$ cat src/rtl/sdram_arb_pkg.sv
// Shared types for the SDRAM client arbiter.
// Holds the FSM state encoding, client IDs and the burst-end helper.
package sdram_arb_pkg;

    typedef enum logic [1:0] {
        IDLE,
        ISSUE,
        WAIT_RD,
        WAIT_WR
    } arb_state_t;

    typedef enum logic {
        CLIENT_CPU,
        CLIENT_SCN
    } client_t;

    function automatic logic is_last(logic [1:0] cnt, logic [1:0] burst);
        return (cnt + 2'd1) == burst;
    endfunction

endpackage

$ cat src/rtl/sdram_client_arb_if.sv
// Client and SDRAM command/response bundle for the arbiter.
// master: arbiter view; slave: client/controller environment view.
interface sdram_client_arb_if #(
    parameter int ADDR_W = 27
);
    logic [31:0]       cpu_addr;
    logic [15:0]       cpu_data;
    logic [1:0]        cpu_be;
    logic              cpu_rw;
    logic              cpu_req;
    logic              cpu_ack;
    logic [15:0]       cpu_q;

    logic [31:0]       scn_addr;
    logic              scn_req;
    logic              scn_ack;
    logic [31:0]       scn_q;

    logic [ADDR_W-1:0] sdr_addr;
    logic [15:0]       sdr_wdata;
    logic [1:0]        sdr_be;
    logic              sdr_rw;
    logic [1:0]        sdr_burst;
    logic              sdr_cmd_valid;
    logic              sdr_cmd_ready;
    logic [15:0]       sdr_rdata;
    logic              sdr_rd_valid;
    logic              sdr_wr_done;

    modport master (
        input  cpu_addr, cpu_data, cpu_be, cpu_rw, cpu_req,
        output cpu_ack, cpu_q,
        input  scn_addr, scn_req,
        output scn_ack, scn_q,
        output sdr_addr, sdr_wdata, sdr_be, sdr_rw, sdr_burst, sdr_cmd_valid,
        input  sdr_cmd_ready, sdr_rdata, sdr_rd_valid, sdr_wr_done
    );

    modport slave (
        output cpu_addr, cpu_data, cpu_be, cpu_rw, cpu_req,
        input  cpu_ack, cpu_q,
        output scn_addr, scn_req,
        input  scn_ack, scn_q,
        input  sdr_addr, sdr_wdata, sdr_be, sdr_rw, sdr_burst, sdr_cmd_valid,
        output sdr_cmd_ready, sdr_rdata, sdr_rd_valid, sdr_wr_done
    );

endinterface

$ cat src/rtl/sdram_arb_grant.sv
// Pending detection and client selection for the SDRAM arbiter.
// Define SDRAM_ARB_RR_EN for round-robin ties; default is fixed CPU priority.
module sdram_arb_grant
    import sdram_arb_pkg::*;
(
`ifdef SDRAM_ARB_RR_EN
    input  logic    clk,
    input  logic    reset_n,
    input  logic    take_i,
`endif
    input  logic    cpu_req_i,
    input  logic    cpu_ack_i,
    input  logic    scn_req_i,
    input  logic    scn_ack_i,
    output logic    valid_o,
    output client_t client_o
);

    logic cpu_pend;
    logic scn_pend;

    assign cpu_pend = cpu_req_i ^ cpu_ack_i;
    assign scn_pend = scn_req_i ^ scn_ack_i;
    assign valid_o  = cpu_pend | scn_pend;

`ifdef SDRAM_ARB_RR_EN
    client_t last_q;
    client_t last_d;

    // Reset value SCN lets the CPU win the first tie.
    always_ff @(posedge clk or negedge reset_n) begin
        if (!reset_n) last_q <= CLIENT_SCN;
        else          last_q <= last_d;
    end

    always_comb begin
        last_d   = last_q;
        client_o = CLIENT_CPU;
        if (cpu_pend && scn_pend)
            client_o = (last_q == CLIENT_CPU) ? CLIENT_SCN : CLIENT_CPU;
        else if (scn_pend)
            client_o = CLIENT_SCN;
        if (take_i && valid_o)
            last_d = client_o;
    end
`else
    assign client_o = (!cpu_pend && scn_pend) ? CLIENT_SCN : CLIENT_CPU;
`endif

endmodule

$ cat src/rtl/sdram_client_arb.sv
// Two-client (CPU, tile ROM) toggle-handshake arbiter in front of an SDRAM controller.
// SDRAM_ARB_RR_EN selects round-robin tie breaking in sdram_arb_grant.
module sdram_client_arb
    import sdram_arb_pkg::*;
#(
    parameter int ADDR_W    = 27,
    parameter int SCN_BURST = 2
) (
    input  logic               clk,
    input  logic               reset_n,
    sdram_client_arb_if.master bus
);

    localparam logic [1:0] SCN_BURST_W = SCN_BURST[1:0];

    arb_state_t        state_q, state_d;
    client_t           owner_q, owner_d;
    logic [ADDR_W-1:0] addr_q, addr_d;
    logic [15:0]       wdata_q, wdata_d;
    logic [1:0]        be_q, be_d;
    logic              rw_q, rw_d;
    logic [1:0]        burst_q, burst_d;
    logic [1:0]        cnt_q, cnt_d;
    logic              cpu_ack_q, cpu_ack_d;
    logic              scn_ack_q, scn_ack_d;
    logic [15:0]       cpu_dq_q, cpu_dq_d;
    logic [31:0]       scn_dq_q, scn_dq_d;

    logic              gnt_valid;
    client_t           gnt_client;

    sdram_arb_grant u_grant (
`ifdef SDRAM_ARB_RR_EN
        .clk       (clk),
        .reset_n   (reset_n),
        .take_i    (state_q == IDLE),
`endif
        .cpu_req_i (bus.cpu_req),
        .cpu_ack_i (cpu_ack_q),
        .scn_req_i (bus.scn_req),
        .scn_ack_i (scn_ack_q),
        .valid_o   (gnt_valid),
        .client_o  (gnt_client)
    );

    always_ff @(posedge clk or negedge reset_n) begin
        if (!reset_n) begin
            state_q   <= IDLE;
            owner_q   <= CLIENT_CPU;
            addr_q    <= '0;
            wdata_q   <= '0;
            be_q      <= '0;
            rw_q      <= 1'b0;
            burst_q   <= '0;
            cnt_q     <= '0;
            cpu_ack_q <= 1'b0;
            scn_ack_q <= 1'b0;
            cpu_dq_q  <= '0;
            scn_dq_q  <= '0;
        end else begin
            state_q   <= state_d;
            owner_q   <= owner_d;
            addr_q    <= addr_d;
            wdata_q   <= wdata_d;
            be_q      <= be_d;
            rw_q      <= rw_d;
            burst_q   <= burst_d;
            cnt_q     <= cnt_d;
            cpu_ack_q <= cpu_ack_d;
            scn_ack_q <= scn_ack_d;
            cpu_dq_q  <= cpu_dq_d;
            scn_dq_q  <= scn_dq_d;
        end
    end

    always_comb begin
        state_d   = state_q;
        owner_d   = owner_q;
        addr_d    = addr_q;
        wdata_d   = wdata_q;
        be_d      = be_q;
        rw_d      = rw_q;
        burst_d   = burst_q;
        cnt_d     = cnt_q;
        cpu_ack_d = cpu_ack_q;
        scn_ack_d = scn_ack_q;
        cpu_dq_d  = cpu_dq_q;
        scn_dq_d  = scn_dq_q;

        unique case (state_q)
            IDLE: begin
                if (gnt_valid) begin
                    owner_d = gnt_client;
                    cnt_d   = '0;
                    state_d = ISSUE;
                    if (gnt_client == CLIENT_CPU) begin
                        addr_d  = bus.cpu_addr[ADDR_W-1:0];
                        wdata_d = bus.cpu_data;
                        be_d    = bus.cpu_be;
                        rw_d    = bus.cpu_rw;
                        burst_d = 2'd1;
                    end else begin
                        addr_d  = bus.scn_addr[ADDR_W-1:0];
                        wdata_d = '0;
                        be_d    = 2'b11;
                        rw_d    = 1'b1;
                        burst_d = SCN_BURST_W;
                    end
                end
            end
            ISSUE: begin
                if (bus.sdr_cmd_ready)
                    state_d = rw_q ? WAIT_RD : WAIT_WR;
            end
            WAIT_RD: begin
                if (bus.sdr_rd_valid) begin
                    // Word 0 also clears the upper half so short bursts read as zero.
                    if (owner_q == CLIENT_CPU)
                        cpu_dq_d = bus.sdr_rdata;
                    else if (cnt_q == 2'd0)
                        scn_dq_d = {16'h0000, bus.sdr_rdata};
                    else
                        scn_dq_d[31:16] = bus.sdr_rdata;
                    cnt_d = cnt_q + 2'd1;
                    if (is_last(cnt_q, burst_q)) begin
                        state_d = IDLE;
                        if (owner_q == CLIENT_CPU) cpu_ack_d = ~cpu_ack_q;
                        else                       scn_ack_d = ~scn_ack_q;
                    end
                end
            end
            WAIT_WR: begin
                if (bus.sdr_wr_done) begin
                    state_d = IDLE;
                    if (owner_q == CLIENT_CPU) cpu_ack_d = ~cpu_ack_q;
                    else                       scn_ack_d = ~scn_ack_q;
                end
            end
            default: state_d = IDLE;
        endcase
    end

    assign bus.sdr_cmd_valid = (state_q == ISSUE);
    assign bus.sdr_addr      = addr_q;
    assign bus.sdr_wdata     = wdata_q;
    assign bus.sdr_be        = be_q;
    assign bus.sdr_rw        = rw_q;
    assign bus.sdr_burst     = burst_q;
    assign bus.cpu_ack       = cpu_ack_q;
    assign bus.scn_ack       = scn_ack_q;
    assign bus.cpu_q         = cpu_dq_q;
    assign bus.scn_q         = scn_dq_q;

endmodule

$ cat src/flat_wrapper.sv
// flat-port wrapper written by rule: the top's interface ports become plain ports
module sdram_client_arb_flat import sdram_arb_pkg::*;
#(
    parameter int ADDR_W    = 27,
    parameter int SCN_BURST = 2
)
  (clk, reset_n, bus_cpu_addr, bus_cpu_data, bus_cpu_be, bus_cpu_rw, bus_cpu_req, bus_cpu_ack, bus_cpu_q, bus_scn_addr, bus_scn_req, bus_scn_ack, bus_scn_q, bus_sdr_addr, bus_sdr_wdata, bus_sdr_be, bus_sdr_rw, bus_sdr_burst, bus_sdr_cmd_valid, bus_sdr_cmd_ready, bus_sdr_rdata, bus_sdr_rd_valid, bus_sdr_wr_done);
  sdram_client_arb_if #(.ADDR_W(ADDR_W)) bus_i ();
  input  logic clk;
  input  logic reset_n;
  input wire logic [$bits(bus_i.cpu_addr)-1:0] bus_cpu_addr;
  input wire logic [$bits(bus_i.cpu_data)-1:0] bus_cpu_data;
  input wire logic [$bits(bus_i.cpu_be)-1:0] bus_cpu_be;
  input wire logic [$bits(bus_i.cpu_rw)-1:0] bus_cpu_rw;
  input wire logic [$bits(bus_i.cpu_req)-1:0] bus_cpu_req;
  output wire logic [$bits(bus_i.cpu_ack)-1:0] bus_cpu_ack;
  output wire logic [$bits(bus_i.cpu_q)-1:0] bus_cpu_q;
  input wire logic [$bits(bus_i.scn_addr)-1:0] bus_scn_addr;
  input wire logic [$bits(bus_i.scn_req)-1:0] bus_scn_req;
  output wire logic [$bits(bus_i.scn_ack)-1:0] bus_scn_ack;
  output wire logic [$bits(bus_i.scn_q)-1:0] bus_scn_q;
  output wire logic [$bits(bus_i.sdr_addr)-1:0] bus_sdr_addr;
  output wire logic [$bits(bus_i.sdr_wdata)-1:0] bus_sdr_wdata;
  output wire logic [$bits(bus_i.sdr_be)-1:0] bus_sdr_be;
  output wire logic [$bits(bus_i.sdr_rw)-1:0] bus_sdr_rw;
  output wire logic [$bits(bus_i.sdr_burst)-1:0] bus_sdr_burst;
  output wire logic [$bits(bus_i.sdr_cmd_valid)-1:0] bus_sdr_cmd_valid;
  input wire logic [$bits(bus_i.sdr_cmd_ready)-1:0] bus_sdr_cmd_ready;
  input wire logic [$bits(bus_i.sdr_rdata)-1:0] bus_sdr_rdata;
  input wire logic [$bits(bus_i.sdr_rd_valid)-1:0] bus_sdr_rd_valid;
  input wire logic [$bits(bus_i.sdr_wr_done)-1:0] bus_sdr_wr_done;
  assign bus_i.cpu_addr = bus_cpu_addr;
  assign bus_i.cpu_data = bus_cpu_data;
  assign bus_i.cpu_be = bus_cpu_be;
  assign bus_i.cpu_rw = bus_cpu_rw;
  assign bus_i.cpu_req = bus_cpu_req;
  assign bus_cpu_ack = bus_i.cpu_ack;
  assign bus_cpu_q = bus_i.cpu_q;
  assign bus_i.scn_addr = bus_scn_addr;
  assign bus_i.scn_req = bus_scn_req;
  assign bus_scn_ack = bus_i.scn_ack;
  assign bus_scn_q = bus_i.scn_q;
  assign bus_sdr_addr = bus_i.sdr_addr;
  assign bus_sdr_wdata = bus_i.sdr_wdata;
  assign bus_sdr_be = bus_i.sdr_be;
  assign bus_sdr_rw = bus_i.sdr_rw;
  assign bus_sdr_burst = bus_i.sdr_burst;
  assign bus_sdr_cmd_valid = bus_i.sdr_cmd_valid;
  assign bus_i.sdr_cmd_ready = bus_sdr_cmd_ready;
  assign bus_i.sdr_rdata = bus_sdr_rdata;
  assign bus_i.sdr_rd_valid = bus_sdr_rd_valid;
  assign bus_i.sdr_wr_done = bus_sdr_wr_done;
  sdram_client_arb #(.ADDR_W(ADDR_W), .SCN_BURST(SCN_BURST)) u_core (.clk(clk), .reset_n(reset_n), .bus(bus_i));
endmodule
$ cat config.mk
export PLATFORM = sky130hd
export DESIGN_NAME = sdram_client_arb_flat
export DESIGN_NICKNAME = d
export VERILOG_FILES = /design/src/rtl/sdram_arb_pkg.sv /design/src/rtl/sdram_client_arb_if.sv /design/src/rtl/sdram_arb_grant.sv /design/src/rtl/sdram_client_arb.sv /design/src/flat_wrapper.sv
export SDC_FILE = /design/constraint.sdc
export NUM_CORES = 1
export LEC_CHECK = 0
export CORE_ASPECT_RATIO = 1.75
export CORE_MARGIN = 5
export CORE_UTILIZATION = 39
export CTS_BUF_LIST = sky130_fd_sc_hd__clkbuf_8
export CTS_CLUSTER_SIZE = 10
export DETAILED_ROUTE_END_ITERATION = 8
export PLACE_DENSITY = 0.9
export SETUP_SLACK_MARGIN = 0.4
export SYNTH_ARGS = -nofsm -noshare
export SYNTH_HDL_FRONTEND = slang
export SYNTH_HIERARCHICAL = 1
export SYNTH_SLANG_ARGS = --single-unit
$ cat constraint.sdc
create_clock -name clk -period 1.5 [get_ports clk]
set_input_delay 0.225 -clock clk [delete_from_list [all_inputs] [get_ports clk]]
set_output_delay 0.225 -clock clk [all_outputs]
set_load 0.01 [all_outputs]
== Yosys cells after proc, flatten, opt, wreduce, memory -nomap -nowiden ==
Index checks and enable logic that the tools add are counted.

* Logic and storage cells: 69
* Output and inout port bits: 99
* Input port bits: 106
* Register bits: 103

* Bitwise logic cells: 6
* Add/sub/neg operators: 1
* Equality and inequality tests: 9
* Reductions and logical operators: 13
* Mux-type cells: 27

{| class="wikitable"
|+ Operators with widths
! cell !! number
|-
| 2-to-1 mux 16 bit || 2
|-
| 2-to-1 mux 27 bit || 1
|-
| 2-to-1 mux 2 bit || 9
|-
| 2-to-1 mux 1 bit || 11
|-
| AND reduction 3 bit || 3
|-
| case mux 2 bit (4 select lines) || 1
|-
| AND reduction 4 bit || 2
|-
| inequality test 2 x 1 -> 1 bit (second input constant) || 3
|-
| AND reduction 5 bit || 1
|-
| equality test 2 bit (second input constant) || 2
|-
| zero test 2 bit || 2
|-
| inequality test 2 bit (second input constant) || 2
|-
| case mux 1 bit (2 select lines) || 2
|-
| case mux 2 bit (2 select lines) || 1
|-
| nonzero test 2 bit || 2
|-
| inverter 1 bit || 3
|-
| adder 2 x 1 -> 2 bit (second input constant) || 1
|-
| equality test 2 x 1 -> 1 bit (second input constant) || 1
|-
| equality test 2 bit || 1
|-
| AND reduction 2 bit || 1
|-
| bitwise XOR 1 bit || 2
|-
| logical AND 1 bit || 1
|-
| zero test 1 bit || 1
|-
| bitwise OR 1 bit || 1
|}

== Longest topological paths before layout ==
Gate-level depths: netlist of run 1.

* Word-level depth: 5
* Depth in mapped cells: 7
* Depth with buffers taken out: 6

== Hierarchy ==
The synthesis of run 1 kept the hierarchy.

{| class="wikitable"
|+ Modules (own cells, without submodules)
! module !! cells an instance !! area each (um2) !! instances
|-
| sdram_client_arb || 386 || 4383.0 || 1
|-
| sdram_arb_grant || 4 || 27.5 || 1
|}

== Worst setup path after synthesis of run 1 ==
Ideal clock, no wire load.

* Path kind: flip-flop to flip-flop
* Start: reg u_core.cpu_ack_q, in the netlist u_core/bus.cpu_ack
* End: reg u_core.wdata_q[10], in the netlist u_core/bus.sdr_wdata[10]
* Arrival time: 1.491 ns
* Buffers on the path: 3
* Path slack: -0.107 ns
* Stages on the path, launching flop included: 8
* Setup time: 0.117 ns
* Path through: dfrtp_1 -> xnor2_1 -> nor2b_1 -> clkbuf_1 -> buf_2 -> clkbuf_1 -> nand3b_1 -> nand2_1

* Word-level cells in the longest chain between the ends: 5
* Elaborated cells on any way between the ends: 7
* Those cells by class: 2 x mux; 2 x bitwise; 3 x reduce/logical

{| class="wikitable"
|+ Ends and longest elaborated chain
! item !! line !! source
|-
| from (decl) || sdram_client_arb.sv:24 || <nowiki>logic cpu_ack_q, cpu_ack_d;</nowiki>
|-
| from (signal assigned) || sdram_client_arb.sv:69 || <nowiki>cpu_ack_q <= cpu_ack_d;</nowiki>
|-
| bitwise XOR 1 bit || sdram_arb_grant.sv:22 || <nowiki>assign cpu_pend = cpu_req_i ^ cpu_ack_i;</nowiki>
|-
| zero test 1 bit || sdram_arb_grant.sv:47 || <nowiki>assign client_o = (!cpu_pend && scn_pend) ? CLIENT_SCN : CLIENT_CPU;</nowiki>
|-
| logical AND 1 bit || sdram_arb_grant.sv:47 ||
|-
| 2-to-1 mux 1 bit || sdram_arb_grant.sv:47 ||
|-
| net u_core.gnt_client || sdram_client_arb.sv:30 || <nowiki>client_t gnt_client;</nowiki>
|-
| 2-to-1 mux 16 bit || sdram_client_arb.sv:96 || <nowiki>if (gnt_client == CLIENT_CPU) begin</nowiki>
|-
| to (signal assigned) || sdram_client_arb.sv:64 || <nowiki>wdata_q <= wdata_d;</nowiki>
|-
| to (decl) || sdram_client_arb.sv:19 || <nowiki>logic [15:0] wdata_q, wdata_d;</nowiki>
|}

The timed path passes the listed nets, and every way through them passes these cells.
A chain may end at the register's enable or synchronous reset.

== Worst setup path in the final report of run 1 ==
* Start: reg u_core.cpu_ack_q, in the netlist u_core/bus.cpu_ack
* End: reg u_core.addr_q[2], in the netlist u_core/bus.sdr_addr[2]

* Word-level cells in the longest chain between the ends: 5
* Elaborated cells on any way between the ends: 7
* Those cells by class: 2 x mux; 2 x bitwise; 3 x reduce/logical

{| class="wikitable"
|+ Ends and longest elaborated chain
! item !! line !! source
|-
| bitwise XOR 1 bit || sdram_arb_grant.sv:22 ||
|-
| zero test 1 bit || sdram_arb_grant.sv:47 ||
|-
| logical AND 1 bit || sdram_arb_grant.sv:47 ||
|-
| 2-to-1 mux 1 bit || sdram_arb_grant.sv:47 ||
|-
| net u_core.gnt_client || sdram_client_arb.sv:30 ||
|-
| 2-to-1 mux 27 bit || sdram_client_arb.sv:96 ||
|-
| to (signal assigned) || sdram_client_arb.sv:63 || <nowiki>addr_q <= addr_d;</nowiki>
|-
| to (decl) || sdram_client_arb.sv:18 || <nowiki>logic [ADDR_W-1:0] addr_q, addr_d;</nowiki>
|}

The timed path passes the listed nets, and every way through them passes these cells.

==> impl_metrics.csv, run 1 <==
group,metric,value,unit
status,status,"finished, violations left",
status,violations,"negative setup slack",
clock_tree,numClockSinks,102,
worst_setup_path,cp_max_fo,6,
global_route,grt_pass1_wl,22400,um
route,wirelength,16820,um
floorplanning,initial_core_util,39.72,%
place,port-buffer-count,194,
place,gp_congestion,0.7732,
synthesis,synthTopCellsByArea,"dfrtp_1 58%, nand2_1 7.6%, mux2i_1 6.4%, o21ai_0 5.8%, mux2_2 5.6%",
layout,fillCellCount,697,
route,ant_nets,0,
floorplanning,pin_count,205,
synthesis,syn_area_per_cell,11.31,um^2
worst_setup_path,startpoint,"u_core/bus.cpu_ack",
flow_run,cap_violations,0,
floorplanning,dieArea,13620,um^2
synthesis,synthArstFlopShare,100.0,%
timing,finalHoldViolations,0,
timing,finalCritPeriodShare,108.7,%
timing,rsz0062_at_grt,"true",
clock_tree,h-tree-depth,3,
floorplanning,die_y,150.7,um
clock_tree,clk_latency,0.36,ns
layout,layout.nets,793,
synthesis,netlist_area,4410,um^2
pwr,ir_worst_vdd,0.001440,V
layout,final_core_util,72.63,%
timing,slew_headroom,78.47,%
synthesis,postSynthCellCount,390,
timing,tns,-1.101,ns
global_route,grt.total_usage,20.74,%
route,first_pass_iters,4,
global_route,antenna_found_initial,0,
clock_tree,clkTransAtPathRegs,0.11,ns
route,vias_per_cell,5.163,
synthesis,synth.net_count,497,
synthesis,synth_common_cells,"102 x dfrtp_1, 89 x nand2_1, 51 x o21ai_0",
layout,drive_above_1_share,46.45,%
worst_setup_path,crit_chain,"xnor2_2 -> nor2b_4 -> buf_4 -> clkbuf_16 -> mux2i_1 -> o21ai_1",
layout,insertedDiodeCount,0,
pwr,power_density,2135,nW/um^2
worst_setup_path,crit_type,"register to register",
worst_setup_path,slowest_delay,0.43,ns
place,dp_slack,-0.3007,ns
clock_tree,cts_root_buffer,"clkbuf_8",
worst_setup_path,end_kind,"register",
worst_setup_path,r2r_start,"u_core/bus.cpu_ack",
place,dp_hpwl,10040,um
synthesis,yosysTopAreaCell,"dfrtp_1",
synthesis,synth_edf_count,0,
timing,worst_pin_slew,0.3213,ns
floorplanning,row_count,51,
worst_setup_path,cp.required,1.75,ns
synthesis,ys_seq_area_share,57.87,%
synthesis,yosysWarnings,6,
floorplanning,coreArea,11100,um^2
global_route,grt_pass1_vias,4424,
timing,layout_min_cycle_time,1.630,ns
timing,skew,0.01516,ns
pwr,leakagePower,3.928,nW
timing,drv_slew,0,
timing,setup_viol,30,
synthesis,yosys_most_used_dff,"dfrtp_1",
route,routedWlPerCell,20.43,um
floorplanning,die_w,90.39,um
timing,layout_setup_ws,-0.1298,ns
clock_tree,cts_buffers,9,
clock_tree,cts_tree,"built",
min_path,min_path_type,"input pin to asynchronous set/reset pin",
synthesis,synth_seq_cells,102,
global_route,grt_max_degree,50,
synthesis,synth_top_area_share,57.87,%
worst_setup_path,cp.arrival,1.88,ns
worst_setup_path,cp-start-kind,"register",
clock_tree,max-clock-path-buffers,2,
timing,fmax,0.6136,GHz
global_route,grt.overflow.total,0,
route,drc,0,
synthesis,ys_types,30,
route,drtIter0Drc,133,
synthesis,synth.most_common_cell,"dfrtp_1",
layout,area_growth,82.84,%
worst_setup_path,crit_slowest_cell,"dfrtp_1",
route,via_count,4249,
pwr,power.total,17.22,mW
## metrics by stage
| stage | cells | instance area (um^2) | hold slack, ns |
|---|---|---|---|
| after global placement | 715 | 6733 | 0.1350 |
| after global routing | 823 | 8064 | 0.2858 |
| final | 823 | 8064 | 0.2768 |
| after detailed placement | 715 | 6733 | 0.1434 |
| after CTS | 780 | 7236 | 0.2677 |
| after floorplan | 390 | 4493 | -0.07059 |
## worst max-delay path, delay by kind of cell, from the launching register on
| kind | cells | cell delay (ns) |
|---|---|---|
| AOI/OAI and AO/OA | 1 | 0.13 |
| xor gates and xnor gates | 1 | 0.18 |
| buffers and inverters | 2 | 0.29 |
| DFF | 1 | 0.43 |
| muxes | 1 | 0.25 |
| and+or+nand+nor | 1 | 0.23 |
## per-layer routing
metal | share of wire (%) | wire [um] | GRT usage, %
met1 | 33 | 5585 | 20.43
met2 | 56 | 9348 | 38.64
met3 | 7.3 | 1225 | 6.950
met4 | 3.9 | 657 | 9.687
met5 | 0 | 0 | 0
## flip-flops by register name (all words and copies together) (netlist names)
register	flops
u_core/cnt_q	2
u_core/bus.sdr_be	2
u_core/state_q	2
u_core/bus.cpu_ack	1
u_core/bus.sdr_wdata	16
u_core/bus.scn_ack	1
u_core/bus.sdr_burst	1
u_core/owner_q	1
u_core/bus.scn_q	32
u_core/bus.cpu_q	16
u_core/bus.sdr_addr	27
u_core/bus.sdr_rw	1
## what timing repair did
| item | CTS | global route |
|---|---|---|
| setup endpoints to repair | 201 | 201 |
| hold buffers | 1 | 0 |
| buffers inserted | 43 | 37 |
| resized for setup | 468 | 125 |
| endpoints found under the hold margin | 20 | 0 |
| cloned | 5 | 6 |
| pin swaps | 34 | 33 |
## area by class of cell
cell class                      count  area [um^2]  share of cell area (%)
Tap cell                          132        165.2                   2.048
Timing Repair Buffer              311         3034                   37.63
Multi-Input combinational cell    258         2067                   25.63
Clock buffer                        9        123.9                   1.536
Sequential cell                   102         2554                   31.67
Inverter                            4        15.01                  0.1862
Clock inverter                      7        105.1                   1.303
## cell families (layout without fill, tap and decap cells)
family,Yosys count,count (layout),share of synthesized area [%]
simple gates,133,133,14.64
flops,102,102,57.87
mux,60,60,15.38
compound gates,58,58,7.064
buf+inv,30,331,3.574
xor+xnor,6,6,1.191
fa+ha+maj,1,1,0.2836
## path summary, 6_finish.rpt
check / endpoint / slack (ns) / cells past startpoint
max: u_core/bus.sdr_addr[2] / -0.13 / 6
min: u_core/bus.sdr_addr[25] / 0.28 / 2
max reg2reg: u_core/bus.sdr_addr[2] / -0.13 / 6
min reg2reg: u_core/bus.sdr_addr[18] / 0.50 / 2
max in group asynchronous: u_core/bus.cpu_q[3] / 0.63 / 3
min in group clk: u_core/bus.sdr_wdata[7] / 0.42 / 3
## cell usage in the layout, fill, tap and decap left out, types with 5 or more instances in the layout
cell type	Yosys	layout
clkdlybuf4s50_1	0	94
nand2_2	0	6
nand2_4	0	13
o21ai_2	0	18
buf_16	0	5
clkbuf_16	0	6
buf_4	1	78
o21ai_1	0	30
nand2_1	89	70
mux2_4	10	32
clkbuf_8	0	9
buf_2	14	52
nand3b_1	17	17
nand2b_1	17	17
buf_6	1	63
dfrtp_1	102	101
buf_12	1	12
mux2i_1	28	28
## report_power, final
group / total (mW) / internal [mW] / switching, mW
Sequential: 4.87 / 4.00 / 0.868
Combinational: 10.4 / 5.89 / 4.48
Clock: 1.98 / 0.964 / 1.02
Total: 17.2 / 10.9 / 6.36
(Power assumes the default switching activity.)
==> inputs of run 2 (changes only) <==
--- a/config.mk
+++ b/config.mk
@@ -5,13 +5,15 @@
 export SDC_FILE = /design/constraint.sdc
 export NUM_CORES = 1
 export LEC_CHECK = 0
+export CELL_PAD_IN_SITES_DETAIL_PLACEMENT = 1
+export CELL_PAD_IN_SITES_GLOBAL_PLACEMENT = 2
 export CORE_ASPECT_RATIO = 1.75
 export CORE_MARGIN = 5
-export CORE_UTILIZATION = 39
+export CORE_UTILIZATION = 23
 export CTS_BUF_LIST = sky130_fd_sc_hd__clkbuf_8
 export CTS_CLUSTER_SIZE = 10
 export DETAILED_ROUTE_END_ITERATION = 8
-export PLACE_DENSITY = 0.9
+export PLACE_DENSITY = 0.89
 export SETUP_SLACK_MARGIN = 0.4
 export SYNTH_ARGS = -nofsm -noshare
 export SYNTH_HDL_FRONTEND = slang
==> impl_metrics.csv, run 2 (same netlist as run 1, synthesis figures left out) <==
group,metric,value,unit
status,status,"finished, violations left",
status,violations,"negative setup slack",
timing,layout_min_cycle_time,1.549,ns
worst_setup_path,r2r_slack,-0.05,ns
route,drc,0,
route,wirelength,17000,um
clock_tree,numClockSinks,102,
floorplanning,coreArea,19030,um^2
worst_setup_path,end_kind,"register",
worst_setup_path,cp-start-kind,"register",
clock_tree,cts_tree,"built",
global_route,grt.total_usage,14.07,%
timing,setup_viol,24,
layout,area_growth,86.13,%
route,ant_nets,0,
layout,insertedDiodeCount,0,
pwr,ir_worst_vdd,0.0006989,V
timing,drv_slew,0,
clock_tree,cts_buffers,9,
global_route,grt.overflow.total,0,
timing,skew,0.01418,ns
layout,most-common-layout-cells,"100 x dfrtp_1, 94 x clkdlybuf4s50_1, 69 x buf_4",
timing,worst_pin_slew,0.2935,ns
layout,stdcell_count,930,
global_route,grt_pass1_wl,24070,um
route,first_pass_iters,4,
pwr,power_density,2073,nW/um^2
timing,layout_setup_ws,-0.04866,ns
global_route,grt_pass1_vias,4533,
floorplanning,row_count,67,
layout,largest_reg_flops,32,
clock_tree,clkTransAtPathRegs,0.10,ns
timing,finalHoldViolations,0,
clock_tree,clk_latency,0.37,ns
floorplanning,die_w,114.7,um
pwr,power.total,17.02,mW
global_route,antenna_found_initial,0,
place,placedCellCount,826,
place,gp_congestion,0.7390,
layout,layout.nets,791,
flow_run,cap_violations,0,
floorplanning,die_y,193.2,um
clock_tree,h-tree-depth,3,
timing,finalCritPeriodShare,103.2,%
route,routedWlPerCell,18.28,um
worst_setup_path,cp.required,1.75,ns
route,via_count,4088,
timing,fmax,0.6457,GHz
clock_tree,cts_root_buffer,"clkbuf_8",
pwr,leakagePower,3.872,nW
worst_setup_path,cp_max_fo,6,
timing,rsz0062_at_grt,"true",
worst_setup_path,crit_type,"register to register",
clock_tree,max-clock-path-buffers,2,
layout,final_common_cell,"dfrtp_1",
place,port-buffer-count,194,
place,dp_hpwl,11220,um
floorplanning,initial_core_util,23.18,%
timing,slew_headroom,80.43,%
min_path,min_path_type,"input pin to asynchronous set/reset pin",
global_route,grt_max_degree,43,
route,vias_per_cell,4.396,
floorplanning,pin_count,205,
floorplanning,dieArea,22160,um^2
worst_setup_path,cp.arrival,1.80,ns
layout,drive_above_1_share,47.02,%
route,drtIter0Drc,89,
==> run 2: cell count changes in the layout (fill, tap and decap cells not counted), moves of 4 or more <==
| cell | delta |
|---|---|
| buf_12 | +4 |
| mux2_4 | -16 |
| mux2i_2 | +4 |
| mux2i_1 | -6 |
| buf_4 | -9 |
| mux2_2 | +16 |
==> run 2: area by class of cell <==
class,instances,area [um^2]
fill,2090,10820
timing repair buffer,309,3082
sequential,102,2555
multi-input combinational,258,2061
tap,241,301.5
clock buffer,9,123.9
clock inverter,7,66.31
inverter,4,20.02
==> run 2: report_power, final <==
part	switching, mW	leakage [nW]	internal, mW
Combinational	4.39	2.48	6.04
Clock	0.982	0.104	0.765
Sequential	0.836	1.29	4.01
Total	6.21	3.87	10.8
==> run 2: path summary, 6_finish.rpt <==
kind | startpoint | endpoint | cells past startpoint
setup / recovery | u_core/bus.cpu_ack | u_core/bus.sdr_addr[17] | 6
hold / removal | reset_n | u_core/bus.scn_q[17] | 2
setup reg to reg | u_core/bus.cpu_ack | u_core/bus.sdr_addr[17] | 6
hold reg to reg | u_core/bus.sdr_wdata[9] | u_core/bus.sdr_wdata[9] | 2
max in group asynchronous | reset_n | u_core/bus.cpu_q[0] | 3
min in group clk | bus_cpu_data[10] | u_core/bus.sdr_wdata[10] | 3
==> run 2: metrics by stage <==
stage	hold slack, ns	instance area (um^2)	setup TNS (ns)	utilization, %	setup WS, ns
finish	0.2361	8209	-0.2642	43.14	-0.04866
detailed placement	0.07368	6897	-14.82	36.24	-0.3022
CTS	0.1911	7448	-0.002110	39.14	-0.001986
floorplan	-0.07059	4493	0	-	0.07696
global route	0.2152	8209	-4.001	43.14	-0.1239
global placement	0.07052	6897	-11.88	36.24	-0.2839
==> run 2: critical path, cell delays in order (launching register included) <==
cell and delay, ns:
dfrtp_1 0.43, xnor2_2 0.19, nor2b_4 0.19, buf_12 0.15, clkbuf_16 0.16, mux2i_1 0.22, o21ai_1 0.09
==> run 2: per-layer routing <==
layer	vias to the layer above	track usage, %	routed length [um]
li1	1901	-	-
met5	-	0	0
met2	146	26.90	9507
met4	0	4.664	278
met1	2025	14.23	6074
met3	16	4.279	1143
==> run 2: what timing repair did <==
action,4_1_cts,5_1_grt
setup endpoints to repair,201,201
setup buffers,42,32
pin swaps,17,33
gates resized for setup,499,91
hold buffers,1,0
endpoints found under the hold margin,102,0
gates cloned,6,7
